--- src/rtl/exe_div_pkg.sv ---
// Shared definitions for the iterative execute-stage divider: state encoding,
// default geometry and the conditional two's complement helper.
package exe_div_pkg;

    localparam logic [1:0] S_IDLE = 2'd0;
    localparam logic [1:0] S_CALC = 2'd1;
    localparam logic [1:0] S_DONE = 2'd2;

    localparam int DIV_WIDTH_DEF = 32;
    localparam int DIV_BPC_DEF   = 1;
    localparam int DIV_MAX_WIDTH = 64;

    typedef enum logic [1:0] {
        ST_IDLE = S_IDLE,
        ST_CALC = S_CALC,
        ST_DONE = S_DONE
    } div_state_t;

    // Negation only propagates carries upward, so the low bits of the result are
    // correct for any operand width up to DIV_MAX_WIDTH once truncated.
    function automatic logic [DIV_MAX_WIDTH-1:0] cond_neg(
        input logic [DIV_MAX_WIDTH-1:0] value,
        input logic                     neg
    );
        logic [DIV_MAX_WIDTH-1:0] res;
        if (neg) begin
            res = ~value + {{(DIV_MAX_WIDTH-1){1'b0}}, 1'b1};
        end else begin
            res = value;
        end
        return res;
    endfunction

endpackage

--- src/rtl/exe_div_step.sv ---
// One restoring division step: shift one dividend bit into the partial
// remainder, trial-subtract the divisor and emit one quotient bit.
module exe_div_step
    import exe_div_pkg::*;
#(
    parameter int WIDTH = DIV_WIDTH_DEF
) (
    input  logic [WIDTH-1:0] rem_hi_in,
    input  logic             next_bit,
    input  logic [WIDTH-1:0] divisor,
    output logic [WIDTH-1:0] rem_hi_out,
    output logic             q_bit
);

    logic [WIDTH:0] ext_s;
    logic [WIDTH:0] diff_s;

    // The shifted remainder needs WIDTH+1 bits; a borrow in the top bit means it is below the divisor.
    assign ext_s      = {rem_hi_in, next_bit};
    assign diff_s     = ext_s - {1'b0, divisor};
    assign q_bit      = ~diff_s[WIDTH];
    assign rem_hi_out = q_bit ? diff_s[WIDTH-1:0] : ext_s[WIDTH-1:0];

endmodule

--- src/rtl/exe_iter_div.sv ---
// Iterative signed/unsigned divider (LoongArch DIV/MOD semantics), BPC quotient bits per cycle.
// Optional EXE_DIV_EARLY_OUT_EN: finish at once when |dividend| < |divisor|.
module exe_iter_div
    import exe_div_pkg::*;
#(
    parameter int WIDTH = DIV_WIDTH_DEF,
    parameter int BPC   = DIV_BPC_DEF
) (
    input  logic             clk,
    input  logic             reset,
    input  logic             flush,
    input  logic             in_valid,
    output logic             in_ready,
    input  logic             in_signed,
    input  logic [WIDTH-1:0] dividend,
    input  logic [WIDTH-1:0] divisor,
    output logic             out_valid,
    input  logic             out_ready,
    output logic [WIDTH-1:0] quotient,
    output logic [WIDTH-1:0] remainder,
    output logic             busy
);

    localparam int              N        = WIDTH / BPC;
    localparam logic [WIDTH-1:0] CNT_LAST = WIDTH'(N - 1);

    div_state_t             state_r;
    logic [2*WIDTH-1:0]     rem_r;
    logic [WIDTH-1:0]       div_mag_r;
    logic [WIDTH-1:0]       cnt_r;
    logic                   sq_r;
    logic                   sr_r;
    logic [WIDTH-1:0]       quotient_r;
    logic [WIDTH-1:0]       remainder_r;

    logic                   a_neg_s;
    logic                   b_neg_s;
    logic [WIDTH-1:0]       a_mag_s;
    logic [WIDTH-1:0]       b_mag_s;
    logic                   early_s;
    logic [WIDTH-1:0]       q_fin_s;
    logic [WIDTH-1:0]       r_fin_s;
    logic [BPC:0][2*WIDTH-1:0] chain_s;

    assign a_neg_s = in_signed & dividend[WIDTH-1];
    assign b_neg_s = in_signed & divisor[WIDTH-1];
    assign a_mag_s = WIDTH'(cond_neg(DIV_MAX_WIDTH'(dividend), a_neg_s));
    assign b_mag_s = WIDTH'(cond_neg(DIV_MAX_WIDTH'(divisor), b_neg_s));

`ifdef EXE_DIV_EARLY_OUT_EN
    assign early_s = (a_mag_s < b_mag_s);
`else
    assign early_s = 1'b0;
`endif

    // Upper half holds the partial remainder, lower half the unconsumed dividend bits / quotient.
    assign chain_s[0] = rem_r;

    for (genvar g = 0; g < BPC; g++) begin : g_step
        logic [WIDTH-1:0] hi_s;
        logic             qb_s;

        exe_div_step #(.WIDTH(WIDTH)) u_step (
            .rem_hi_in  (chain_s[g][2*WIDTH-1:WIDTH]),
            .next_bit   (chain_s[g][WIDTH-1]),
            .divisor    (div_mag_r),
            .rem_hi_out (hi_s),
            .q_bit      (qb_s)
        );

        assign chain_s[g+1] = {hi_s, chain_s[g][WIDTH-2:0], qb_s};
    end

    assign q_fin_s = WIDTH'(cond_neg(DIV_MAX_WIDTH'(chain_s[BPC][WIDTH-1:0]), sq_r));
    assign r_fin_s = WIDTH'(cond_neg(DIV_MAX_WIDTH'(chain_s[BPC][2*WIDTH-1:WIDTH]), sr_r));

    // Control FSM with operand latch, iteration datapath and result registers
    always_ff @(posedge clk) begin
        if (reset) begin
            state_r     <= ST_IDLE;
            rem_r       <= {(2*WIDTH){1'b0}};
            div_mag_r   <= {WIDTH{1'b0}};
            cnt_r       <= {WIDTH{1'b0}};
            sq_r        <= 1'b0;
            sr_r        <= 1'b0;
            quotient_r  <= {WIDTH{1'b0}};
            remainder_r <= {WIDTH{1'b0}};
        end else if (flush) begin
            state_r <= ST_IDLE;
        end else begin
            case (state_r)
                ST_IDLE: begin
                    if (in_valid) begin
                        sq_r      <= in_signed & (dividend[WIDTH-1] ^ divisor[WIDTH-1]);
                        sr_r      <= a_neg_s;
                        rem_r     <= {{WIDTH{1'b0}}, a_mag_s};
                        div_mag_r <= b_mag_s;
                        cnt_r     <= CNT_LAST;
                        if (divisor == {WIDTH{1'b0}}) begin
                            state_r     <= ST_DONE;
                            quotient_r  <= {WIDTH{1'b1}};
                            remainder_r <= dividend;
                        end else if (early_s) begin
                            state_r     <= ST_DONE;
                            quotient_r  <= {WIDTH{1'b0}};
                            remainder_r <= dividend;
                        end else begin
                            state_r <= ST_CALC;
                        end
                    end else begin
                        state_r <= ST_IDLE;
                    end
                end
                ST_CALC: begin
                    rem_r <= chain_s[BPC];
                    cnt_r <= cnt_r - {{(WIDTH-1){1'b0}}, 1'b1};
                    if (cnt_r == {WIDTH{1'b0}}) begin
                        state_r     <= ST_DONE;
                        quotient_r  <= q_fin_s;
                        remainder_r <= r_fin_s;
                    end else begin
                        state_r <= ST_CALC;
                    end
                end
                ST_DONE: begin
                    if (out_ready) begin
                        state_r <= ST_IDLE;
                    end else begin
                        state_r <= ST_DONE;
                    end
                end
                default: begin
                    state_r <= ST_IDLE;
                end
            endcase
        end
    end

    assign in_ready  = (state_r == ST_IDLE) && !flush;
    assign out_valid = (state_r == ST_DONE);
    assign busy      = (state_r != ST_IDLE);
    assign quotient  = quotient_r;
    assign remainder = remainder_r;

endmodule

--- config.mk ---
export PLATFORM = sky130hd
export DESIGN_NAME = exe_iter_div
export DESIGN_NICKNAME = d
export VERILOG_FILES = /design/src/rtl/exe_div_pkg.sv /design/src/rtl/exe_div_step.sv /design/src/rtl/exe_iter_div.sv
export SDC_FILE = /design/constraint.sdc
export NUM_CORES = 1
export LEC_CHECK = 0
export BUFFER_PORTS_ARGS = -buffer_cell sky130_fd_sc_hd__buf_2
export CORE_MARGIN = 2
export CORE_UTILIZATION = 50
export CTS_CLUSTER_SIZE = 10
export DETAILED_ROUTE_END_ITERATION = 7
export PLACE_DENSITY = 0.7
export SLEW_MARGIN = 30
export SYNTH_ARGS = -nofsm -noshare
export SYNTH_HDL_FRONTEND = slang
export SYNTH_SLANG_ARGS = --single-unit
export TNS_END_PERCENT = 30
--- constraint.sdc ---
create_clock -name clk -period 8.6 [get_ports clk]
set_input_delay 1.72 -clock clk [delete_from_list [all_inputs] [get_ports clk]]
set_output_delay 1.72 -clock clk [all_outputs]
set_load 0.005 [all_outputs]
# Word-level counts from Yosys, hierarchy flattened
# Cells that the tools add are included.
totals:
  input_bits: 70
  wordCells: 62
  regBits: 196
op_classes:
  n_reduce_logical: 11
  bitwise_logic: 10
  mux: 22
  eq_ne: 5
  add_sub_neg: 6
op_table:
  columns: ["op", "count"]
  rows:
  - ["$mux W32", 12]
  - ["$pmux W32 S2", 3]
  - ["$add A32 B1 Y32 const B", 4]
  - ["$not A32 Y32", 4]
  - ["$pmux W64 S2", 1]
  - ["$logic_not A32 Y1", 2]
  - ["$mux W64", 1]
  - ["$sub A33 B32 Y33", 1]
  - ["$sub A32 B1 Y32 const B", 1]
  - ["$mux W2", 4]
  - ["$ne A2 B2 Y1 const B", 3]
  - ["$pmux W2 S3", 1]
  - ["$reduce_and A3 Y1", 2]
  - ["$reduce_and A5 Y1", 1]
  - ["$reduce_bool A2 Y1", 2]
  - ["$and A1 B1 Y1", 3]
  - ["$eq A2 B1 Y1 const B", 1]
  - ["$eq A2 B2 Y1 const B", 1]
  - ["$logic_not A2 Y1", 1]
  - ["$not A1 Y1", 2]
  - ["$reduce_or A2 Y1", 1]
  - ["$logic_and A1 B1 Y1", 1]
  - ["$logic_not A1 Y1", 1]
  - ["$xor A1 B1 Y1", 1]

# Longest topological paths before layout
# Gate-level depths: netlist of run 1.
depth:
  word_depth: 7
  depth_mapped: 26

# Cells and area by module
# From an unflattened synthesis of run 1, not the netlist that was laid out.
hier_totals:
  cells_unflattened: 1655
  area_unflattened_um2: 12809.8
by_module_without_submodules:
  columns: ["mod", "instances", "cells_each", "seq_area_each_um2", "area_per_inst_um2"]
  rows:
  - ["exe_iter_div", 1, 1344, 3923.8, 10553.9]
  - ["exe_div_step", 1, 311, 0.0, 2255.9]

# Worst setup path before layout of run 1
# No wires, ideal clock.
synth_timing:
  kind: "register -> register"
  from: "register rem_r[31]"
  to: "register remainder_r[26] (netlist: remainder[26])"
  setup_time_ns: 0.086
  arrival_ns: 5.410
  required_ns: 8.514
  path_stages_with_launch: 26
  slack_ns: 3.104
  path_buffers: 3
  period_less_slack_ns: 5.496
  cell_sequence: "dfxtp_1 -> inv_1 -> ha_1 -> inv_1 -> fa_1 -> a211oi_2 -> o21a_1 -> a21oi_4 -> o211ai_4 -> nand4_2 -> nand2_1 -> buf_2 -> buf_1 -> clkbuf_1 -> a21oi_1 -> inv_1 -> ha_1 -> nand3b_1 -> nand2b_1 -> or4_1 -> o31a_1 -> a2111o_1 -> or3_4 -> o31ai_4 -> xor2_1 -> a211oi_1"
synth_between:
  elab_chain_len: 7
synth_lines:
  columns: ["element", "line", "text"]
  rows:
  - ["from (decl)", "exe_iter_div.sv:28", "logic [2*WIDTH-1:0] rem_r;"]
  - ["from (signal assigned)", "exe_iter_div.sv:81", "rem_r <= {(2*WIDTH){1'b0}};"]
  - ["from (signal assigned)", "exe_iter_div.sv:96", "rem_r <= {{WIDTH{1'b0}}, a_mag_s};"]
  - ["from (signal assigned)", "exe_iter_div.sv:115", "rem_r <= chain_s[BPC];"]
  - ["$sub A33 B32 Y33", "exe_div_step.sv:20", "assign diff_s = ext_s - {1'b0, divisor};"]
  - ["$mux W32 *", "exe_div_step.sv:22", "assign rem_hi_out = q_bit ? diff_s[WIDTH-1:0] : ext_s[WIDTH-1:0];"]
  - ["$not A32 Y32", "exe_div_pkg.sv:27", "res = ~value + {{(DIV_MAX_WIDTH-1){1'b0}}, 1'b1};"]
  - ["$add A32 B1 Y32", "exe_div_pkg.sv:27", null]
  - ["$mux W32 *", "exe_div_pkg.sv:26", "if (neg) begin"]
  - ["$mux W32 *", "exe_iter_div.sv:117", "if (cnt_r == {WIDTH{1'b0}}) begin"]
  - ["$pmux W32 S2 *", "exe_iter_div.sv:91", "case (state_r)"]
  - ["to (signal assigned)", "exe_iter_div.sv:87", "remainder_r <= {WIDTH{1'b0}};"]
  - ["to (signal assigned)", "exe_iter_div.sv:102", "remainder_r <= dividend;"]
  - ["to (signal assigned)", "exe_iter_div.sv:120", "remainder_r <= r_fin_s;"]
  - ["to (decl)", "exe_iter_div.sv:34", "logic [WIDTH-1:0] remainder_r;"]
# Mark *: on every way between the ends. The rest lies on a longest branch, timed or not. The select of a mux whose other input is x is not followed.
# A chain may end at the register's enable or synchronous reset.

# Worst setup path in the final report of run 1
# Ends and elaborated chain as after synthesis.

==> run_results.csv, run 1 <==
group,metric,value,unit
timing,fin_worst_skew,0.0161,ns
floorplan,io_pins,137,
setup_path,cp_max_fo,6,
setup_path,worstReg2RegStart,"rem_r[31]",
clock_network,cts_tree,"done",
min_path,min_path_type,"register to register",
synth,ys_seq_elements,196,
clock_network,clkTransAtPathRegs,0.07,ns
setup_path,crit_type,"register to register",
floorplan,die-area,27000,sq um
clock_network,numCtsBuffers,17,
clock_network,post_cts_buffers,0,
synth,syn-num-nets,1821,
synth,synth_area_per_cell,7.49,sq um
floorplan,rows,58,
timing,min_period,5.68,ns
routing,first_pass_iters,5,
clock_network,postCtsHoldBufs,0,
clock_network,post_cts_resized,0,
synth,synth-edff-count,0,
outcome,status,"finished clean",
floorplan,die_x,164,um
setup_path,critPathLaunchType,"register",
setup_path,reg2reg_depth,21,
global_route,grt_pass1_wl,59.7,mm
placed_design,io_buffer_count,136,
synth,syn_area,12800,sq um
floorplan,initial_core_util,51.0,%
clock_network,insertion_delay,0.45,ns
min_path,min_to,"div_mag_r[31]",
placed_design,dp_cells,2086,
cells_and_area,final_nets,1883,
min_path,min_path_cells,2,
setup_path,critPathSlowestCell,"a2111o_1",
setup_path,cpPeakStageDelay,0.48,ns
synth,synth_sequential_area_ratio,30.6,%
routing,drc,0,
setup_path,crit_chain,"inv_1, ha_1, inv_1, fa_1, a211oi_2, o21a_1, a21oi_4, o211ai_4, nand4_2, nand2_2, mux2i_1, ha_1, nand3b_1, nand2b_1, or4_1, o31a_1, a2111o_1, or3_4, o31ai_4, xor2_1, a211oi_1",
timing,slew_viol_final,0,
timing,finalSetupViolCount,0,
cells_and_area,final_layout_size_suffix_gt1_share,12.0,%
setup_path,critPathCaptureType,"register",
placed_design,globalplace.congestion,0.947,
setup_path,reg2reg_setup_slack,2.92,ns
routing,drtIter0Drc,1074,
setup_path,r2r_end,"remainder[26]",
setup_path,path_delay_family,"compound AO/OA/AOI/OAI gates",
power_and_ir_drop,p_per_area,161,nW/um^2
global_route,antenna_found_initial,0,
timing,max-slew-margin-rel,29.9,%
synth,synth_cell_type_count,72,
setup_path,path_buf_inv,2,
timing,rsz0062_at_grt,"no",
clock_network,cts.htree.levels,4,
floorplan,core,25200,sq um
clock_network,clk_path_buf_depth,2,
clock_network,clock_sinks,196,
flow_run,maxCapViolCount,0,
power_and_ir_drop,irDropWorstVdd,0.103,mV
timing,final.period_utilization,66.1,%
global_route,grt_max_degree,103,
routing,wire_per_inst,17.6,um
routing,via_per_inst,5.89,
cells_and_area,utilization,56.5,%
floorplan,die_y,164,um
timing,tightestPinTransition,1.05,ns
power_and_ir_drop,leakage,5.57,nW
cells_and_area,insertedDiodeCount,0,
cells_and_area,stdcell_count,2118,
timing,hold_viol,0,
routing,routed_wl,37.4,mm
global_route,grt_pass1_vias,11200,
global_route,grt_overflow,0,
cells_and_area,area_growth,10.8,%
placed_design,hpwl,27.7,mm
cells_and_area,fillers,2414,
synth,synth_ff_type,"dfxtp_1",
clock_network,cts_root_buf,"clkbuf_16",
timing,fmax,176,MHz
synth,synthArstFlopShare,0,%
global_route,grt_usage,27.6,%
setup_path,required,8.88,ns
synth,yosys_warnings,0,
min_path,min-delay-start,"div_mag_r[31]",
timing,fin_tns_setup,0,ns
synth,synth_cells,1713,
routing,ant_nets,0,
setup_path,arrival,5.96,ns
routing,vias,12500,
-- flip-flops by register name, indices dropped and copies added (netlist names) --
| name | cells |
|---|---|
| cnt_r | 32 |
| remainder | 32 |
| sr_r | 1 |
| div_mag_r | 32 |
| rem_r | 64 |
| quotient | 32 |
| sq_r | 1 |
| state_r | 2 |
-- how the worst max path moves through the flow --
stage	from	end	slack, ns	cells past startpoint
finish	rem_r[31]	remainder[26]	2.92	21
detailed placement	divisor[0]	remainder[9]	3.01	16
floorplan	rem_r[31]	remainder[26]	3.10	25
global route	rem_r[31]	remainder[26]	2.64	21
CTS	rem_r[31]	remainder[26]	3.03	21
global placement	divisor[0]	remainder[29]	2.74	13
-- per-stage QoR --
stage | instance area (sq um) | setup WS, ns | hold WS [ns] | power (mW)
after floorplan | 12800 | 3.10 | 0.432 | 1.36
after global placement | 13600 | 2.74 | 0.445 | 1.49
after CTS | 14200 | 3.03 | 0.459 | 2.29
after detailed placement | 13600 | 3.01 | 0.451 | 1.50
after global routing | 14200 | 2.64 | 0.472 | 2.40
final | 14200 | 2.92 | 0.459 | 2.29
-- cell type report --
class                      count  area, sq um  share of cell area [%]
multi-input combinational   1359         8330                    58.6
sequential                   196         3930                    27.6
timing repair buffer         144          747                    5.25
clock buffer                  18          429                    3.02
tap                          330          413                    2.90
inverter                      57          214                    1.50
clock inverter                14          159                    1.12
-- metal layers --
layer	vias to the layer above	GRT usage, %	share of wire, %	routed length (um)
li1	6246	-	-	-
met1	5786	36.8	45	16900
met2	359	45.4	46	17200
met3	75	3.91	5.3	1960
met4	0	10.2	3.2	1200
met5	-	0	0	0
-- cells in the mapped netlist, drive strengths merged, types with 26 or more instances --
cell	count	area [sq um]
nor2	302	1130
dfxtp	196	3920
nand2	146	548
a21oi	125	644
xnor2	85	744
a211oi	84	636
o21ai	82	410
clkbuf	76	285
xor2	74	648
nor3	64	325
inv	57	214
ha	37	463
or3	26	178
-- power by group --
| part | switching (mW) | leakage [nW] | internal, mW | total [mW] |
|---|---|---|---|---|
| sequential | 0.0377 | 1.59 | 0.946 | 0.984 |
| combinational | 0.316 | 3.69 | 0.185 | 0.501 |
| clock | 0.410 | 0.283 | 0.392 | 0.802 |
-- tightest hold or removal path, delay by kind of cell, from the launching register on --
family	cells	cell delay [ns]
AO/OA/AOI/OAI	1	0.05
flip-flops	1	0.31
AND/OR/NAND/NOR	1	0.05
-- logic make-up after synthesis --
group / synth area share (%)
AND/OR/NAND/NOR: 24.1
AO/OA/AOI/OAI: 23.8
flip-flops: 30.6
XOR/XNOR: 10.9
buffers and inverters: 4.82
adder cells (fa/ha/maj): 3.76
multiplexers: 2.09
-- layout by cell type, fill, tap and decap left out, types with 15 or more instances in the layout --
master     instances
or3_1             23
xnor2_1           85
mux2i_1           20
a22oi_1           22
a211oi_1          83
ha_1              37
a311oi_1          16
nor3_1            63
clkbuf_16         17
a31oi_1           17
nand2_1          145
dfxtp_1          195
a21oi_1          122
nor2_1           300
o31ai_1           23
nor4_1            18
inv_1             56
nand3_1           17
xor2_1            74
buf_2            135
or4_1             21
o211ai_1          15
o21ai_0           69
Power figures use the tool's default switching activity.
==> run 2: changes to the inputs <==
clock period = 5.82 ns   (was 8.6 ns; I/O delays follow)
==> run 2 against run 1 <==
  * Critical path type unchanged
  * First-iteration DRC count down 13%
  * Via count up 0.93%
  * Sequential cell count unchanged
==> run_results.csv, run 2 (same netlist as run 1, synthesis figures left out) <==
group,metric,value,unit
outcome,status,"finished clean",
routing,drtIter0Drc,934,
routing,ant_nets,0,
clock_network,insertion_delay,0.45,ns
global_route,met1_usage,36.9,%
clock_network,numCtsBuffers,17,
floorplan,core,25200,sq um
placed_design,pre_cts_ws,0.574,ns
cells_and_area,mostFrequentLayoutCells,"300 x nor2_1, 195 x dfxtp_1, 145 x nand2_1",
floorplan,die_x,164,um
cells_and_area,area_growth,11.3,%
cells_and_area,multi_input_area,8330,sq um
timing,fmax,188,MHz
setup_path,crit_type,"register to register",
global_route,grt_pass1_wl,60.6,mm
clock_network,clkTransAtPathRegs,0.08,ns
routing,routed_wl,38.2,mm
setup_path,required,6.10,ns
clock_network,post_cts_buffers,0,
power_and_ir_drop,irDropWorstVdd,0.195,mV
routing,wire_per_inst,18.0,um
timing,layout_setup_ws,0.503,ns
min_path,min_path_type,"register to register",
timing,finalSetupViolCount,0,
global_route,use_met2,46.9,%
floorplan,rows,58,
setup_path,crit_chain,"inv_1, ha_1, inv_1, fa_1, a211oi_2, o21a_1, a21oi_4, o211ai_4, nand4_2, nand2_2, mux2i_1, ha_1, nand3b_1, nand2b_1, or4_1, o31a_1, a2111o_1, or3_4, o31ai_4, xor2_1, a211oi_1",
routing,vias,12600,
flow_run,maxCapViolCount,0,
timing,tightestPinTransition,0.899,ns
global_route,antenna_found_initial,1,
timing,fin_tns_setup,0,ns
global_route,grt_busiest_layer,"met2",
timing,fin_worst_skew,0.0130,ns
timing,slew_viol_final,0,
global_route,grt_usage,28.3,%
floorplan,die_y,164,um
timing,hold_viol,0,
clock_network,postCtsHoldBufs,0,
power_and_ir_drop,leakage,5.61,nW
global_route,grt_max_degree,90,
cells_and_area,final_nets,1889,
setup_path,cp_max_fo,6,
clock_network,cts.htree.levels,4,
timing,max-slew-margin-rel,39.7,%
placed_design,io_buffer_count,136,
timing,min_period,5.32,ns
floorplan,io_pins,137,
cells_and_area,regMostFlops,"rem_r",
clock_network,cts_root_buf,"clkbuf_16",
clock_network,clk_path_buf_depth,2,
global_route,grt_use_met3,3.43,%
routing,via_per_inst,5.92,
placed_design,globalplace.congestion,0.983,
clock_network,clock_sinks,196,
clock_network,post_cts_resized,0,
cells_and_area,largest_reg_flops,64,
power_and_ir_drop,total_power,3.44,mW
power_and_ir_drop,p_per_area,241,nW/um^2
routing,first_pass_iters,6,
setup_path,critPathSlowestCell,"a2111o_1",
cells_and_area,fillers,2396,
cells_and_area,final_common_cell,"nor2_1",
floorplan,die-area,27000,sq um
timing,final.period_utilization,91.4,%
floorplan,initial_core_util,51.0,%
setup_path,critPathLaunchType,"register",
setup_path,critPathCaptureType,"register",
cells_and_area,utilization,56.7,%
routing,drc,0,
cells_and_area,insertedDiodeCount,0,
setup_path,cpPeakStageDelay,0.44,ns
placed_design,hpwl,28.7,mm
global_route,grt_pass1_vias,11400,
cells_and_area,register_area,3930,sq um
timing,rsz0062_at_grt,"no",
global_route,grt_overflow,0,
clock_network,cts_tree,"done",
setup_path,arrival,5.60,ns
cells_and_area,final_layout_size_suffix_gt1_share,12.3,%
-- run 2: layer usage --
| metal | share of wire, % | routed length (um) | vias up |
|---|---|---|---|
| met3 | 5.7 | 2170 | 79 |
| li1 | - | - | 6230 |
| met5 | 0.034 | 13 | - |
| met4 | 3.7 | 1430 | 2 |
| met1 | 44 | 16700 | 5829 |
| met2 | 47 | 17900 | 442 |
-- run 2: critical path: cells and delay by family (launching register included) --
family	cells	cell delay [ns]
compound gates	8	1.88
xor+xnor	1	0.17
simple gates	6	1.51
mux	1	0.30
buf+inv	2	0.11
fa+ha+maj	3	0.85
flops	1	0.34
-- run 2: per-stage QoR --
step / area [sq um] / cells / hold WS (ns)
2_1_floorplan: 12800 / 1713 / 0.432
3_3_place_gp: 13700 / 2092 / 0.445
3_5_place_dp: 13700 / 2092 / 0.452
4_1_cts: 14300 / 2124 / 0.462
5_1_grt: 14300 / 2124 / 0.477
6_report: 14300 / 2124 / 0.462
-- run 2: final timing paths --
check                start            end  slack [ns]  cells past startpoint
min reg2reg  div_mag_r[31]  div_mag_r[31]        0.46                      2
max reg2reg      rem_r[31]  remainder[26]        0.50                     21
min          div_mag_r[31]  div_mag_r[31]        0.46                      2
max              rem_r[31]  remainder[26]        0.50                     21
-- run 2: power breakdown --
group	internal, mW	leakage [nW]	total, mW	switching, mW
combinational	0.275	3.72	0.749	0.475
clock	0.602	0.300	1.24	0.642
sequential	1.40	1.59	1.45	0.0538
-- run 2: final cells by class --
class / count / area share (%)
clock buffer: 18 / 3.07
timing repair buffer: 150 / 5.52
sequential: 196 / 27.5
inverter: 57 / 1.50
tap: 330 / 2.89
clock inverter: 14 / 1.26
multi-input combinational: 1359 / 58.3
==> run 3: changes to the inputs <==
PLACE_DENSITY = 0.75   (was 0.7)
==> run 3 against run 2 <==
  * First-iteration DRC count up 12%
  * Via count down 0.21%
  * Largest power group unchanged
  * Routed wire length down 2.6%
  * Combinational power about the same
  * Maximum frequency down 2.2%
  * Die area unchanged
  * Non-clock buffer count down 1
==> run_results.csv, run 3 (same netlist as run 1, synthesis figures left out) <==
group,metric,value,unit
outcome,status,"finished clean",
routing,ant_nets,0,
routing,first_pass_iters,6,
floorplan,core,25200,sq um
clock_network,postCtsHoldBufs,0,
floorplan,die_x,164,um
setup_path,cp_max_fo,6,
clock_network,cts_tree,"done",
power_and_ir_drop,seqPwrFrac,42.3,%
floorplan,die-area,27000,sq um
cells_and_area,final_cell_area,14300,sq um
setup_path,critPathLaunchType,"register",
setup_path,crit_type,"register to register",
cells_and_area,final_common_cell,"nor2_1",
cells_and_area,multi_input_area,8330,sq um
clock_network,clock_sinks,196,
setup_path,path_buf_inv,2,
timing,fin_worst_skew,0.0188,ns
timing,rsz0062_at_grt,"no",
cells_and_area,mostFrequentLayoutCells,"300 x nor2_1, 196 x dfxtp_1, 145 x nand2_1",
power_and_ir_drop,p_per_area,240,nW/um^2
floorplan,io_pins,137,
power_and_ir_drop,total_power,3.43,mW
clock_network,clkTransAtPathRegs,0.08,ns
cells_and_area,final_nets,1888,
cells_and_area,fillers,2368,
cells_and_area,stdcell_count,2123,
clock_network,cts.htree.levels,4,
clock_network,post_cts_resized,0,
timing,fin_tns_setup,0,ns
timing,hold_viol,0,
global_route,grt_overflow,0,
setup_path,reg2reg_depth,21,
min_path,min_path_type,"register to register",
routing,routed_wl,37.2,mm
placed_design,hpwl,27.7,mm
global_route,antenna_found_initial,0,
setup_path,critPathLaunch,"rem_r[31]",
timing,slew_viol_final,0,
power_and_ir_drop,irDropWorstVdd,0.195,mV
clock_network,numCtsBuffers,17,
power_and_ir_drop,p_comb_share,21.8,%
placed_design,globalplace.congestion,0.949,
setup_path,worstReg2RegStart,"rem_r[31]",
placed_design,dp_cells,2091,
setup_path,critPathSlowestCell,"fa_1",
cells_and_area,register_area,3920,sq um
clock_network,clk_path_buf_depth,2,
timing,final.period_utilization,93.4,%
clock_network,post_cts_buffers,0,
setup_path,r2r_end,"remainder[26]",
timing,min_period,5.44,ns
flow_run,maxCapViolCount,0,
timing,max-slew-margin-rel,42.1,%
routing,via_per_inst,5.91,
routing,drc,0,
floorplan,rows,58,
setup_path,cpPeakStageDelay,0.43,ns
placed_design,io_buffer_count,136,
setup_path,cp_num_cells,21,
routing,wire_per_inst,17.5,um
power_and_ir_drop,internal_power,2.27,mW
clock_network,cts_root_buf,"clkbuf_16",
floorplan,die_y,164,um
routing,drtIter0Drc,1043,
global_route,grt_usage,27.7,%
cells_and_area,area_growth,11.3,%
setup_path,crit_end,"remainder[26]",
floorplan,initial_core_util,51.0,%
global_route,grt_pass1_wl,59.8,mm
cells_and_area,insertedDiodeCount,0,
routing,vias,12600,
power_and_ir_drop,switching_share,33.8,%
power_and_ir_drop,pwr-share-clk,35.9,%
setup_path,path_delay_family,"compound AO/OA/AOI/OAI gates",
timing,tightestPinTransition,0.868,ns
setup_path,critPathCaptureType,"register",
cells_and_area,regMostFlops,"rem_r",
placed_design,placed_cell_area,13700,sq um
cells_and_area,largest_reg_flops,64,
power_and_ir_drop,p_switching,1.16,mW
setup_path,arrival,5.74,ns
power_and_ir_drop,leakage,5.61,nW
global_route,grt_pass1_vias,11600,
setup_path,crit_chain,"inv_1, ha_1, inv_1, fa_1, a211oi_2, o21a_1, a21oi_4, o211ai_4, nand4_2, nand2_2, mux2i_1, ha_1, nand3b_1, nand2b_1, or4_1, o31a_1, a2111o_1, or3_4, o31ai_4, xor2_1, a211oi_1",
setup_path,required,6.12,ns
setup_path,reg2reg_setup_slack,0.38,ns
global_route,grt_max_degree,101,
timing,finalSetupViolCount,0,
timing,fmax,184,MHz
clock_network,insertion_delay,0.46,ns
cells_and_area,final_layout_size_suffix_gt1_share,12.2,%
[run 3: through the flow]
stage          setup slack (ns)  hold slack (ns)  util [%]
3_5_place_dp              0.522            0.449      54.2
6_report                  0.382            0.458      56.7
3_3_place_gp              0.744            0.446      54.2
4_1_cts                   0.454            0.458      56.7
2_1_floorplan             0.324            0.432         -
5_1_grt                  0.0123            0.482      56.7
[run 3: how the worst min path moves through the flow]
stage	slack (ns)	start	cells past startpoint	to
floorplan	0.43	div_mag_r[31]	2	div_mag_r[31]
global placement	0.45	div_mag_r[31]	2	div_mag_r[31]
detailed placement	0.45	div_mag_r[31]	2	div_mag_r[31]
CTS	0.46	div_mag_r[31]	2	div_mag_r[31]
global route	0.48	div_mag_r[31]	2	div_mag_r[31]
finish	0.46	div_mag_r[31]	2	div_mag_r[31]
[run 3: cell type report]
cell class                 instances  area share (%)
clock inverter                    14            1.24
multi-input combinational       1359            58.3
sequential                       196            27.5
tap                              330            2.89
inverter                          57            1.50
timing repair buffer             149            5.49
clock buffer                      18            3.08
[run 3: per-layer routing]
metal  track usage, %  vias up  part of all wire (%)
met1             35.6     5869                    44
met4             12.2        0                   3.8
li1                 -     6250                     -
met5                0        -                     0
met3             3.61       75                   5.1
met2             46.4      361                    47
[run 3: power groups by stage]
stage          logic, mW  clock network, mW  registers [mW]
4_1_cts            0.738               1.25            1.45
6_report           0.746               1.23            1.45
2_1_floorplan      0.543                  0            1.47
3_3_place_gp       0.723                  0            1.48
3_5_place_dp       0.733                  0            1.48
5_1_grt            0.830               1.30            1.46
[run 3: tightest hold or removal path, cell delays in order (launching register included)]
cell     delay, ns
dfxtp_1       0.32
nand2_1       0.05
a21oi_1       0.05
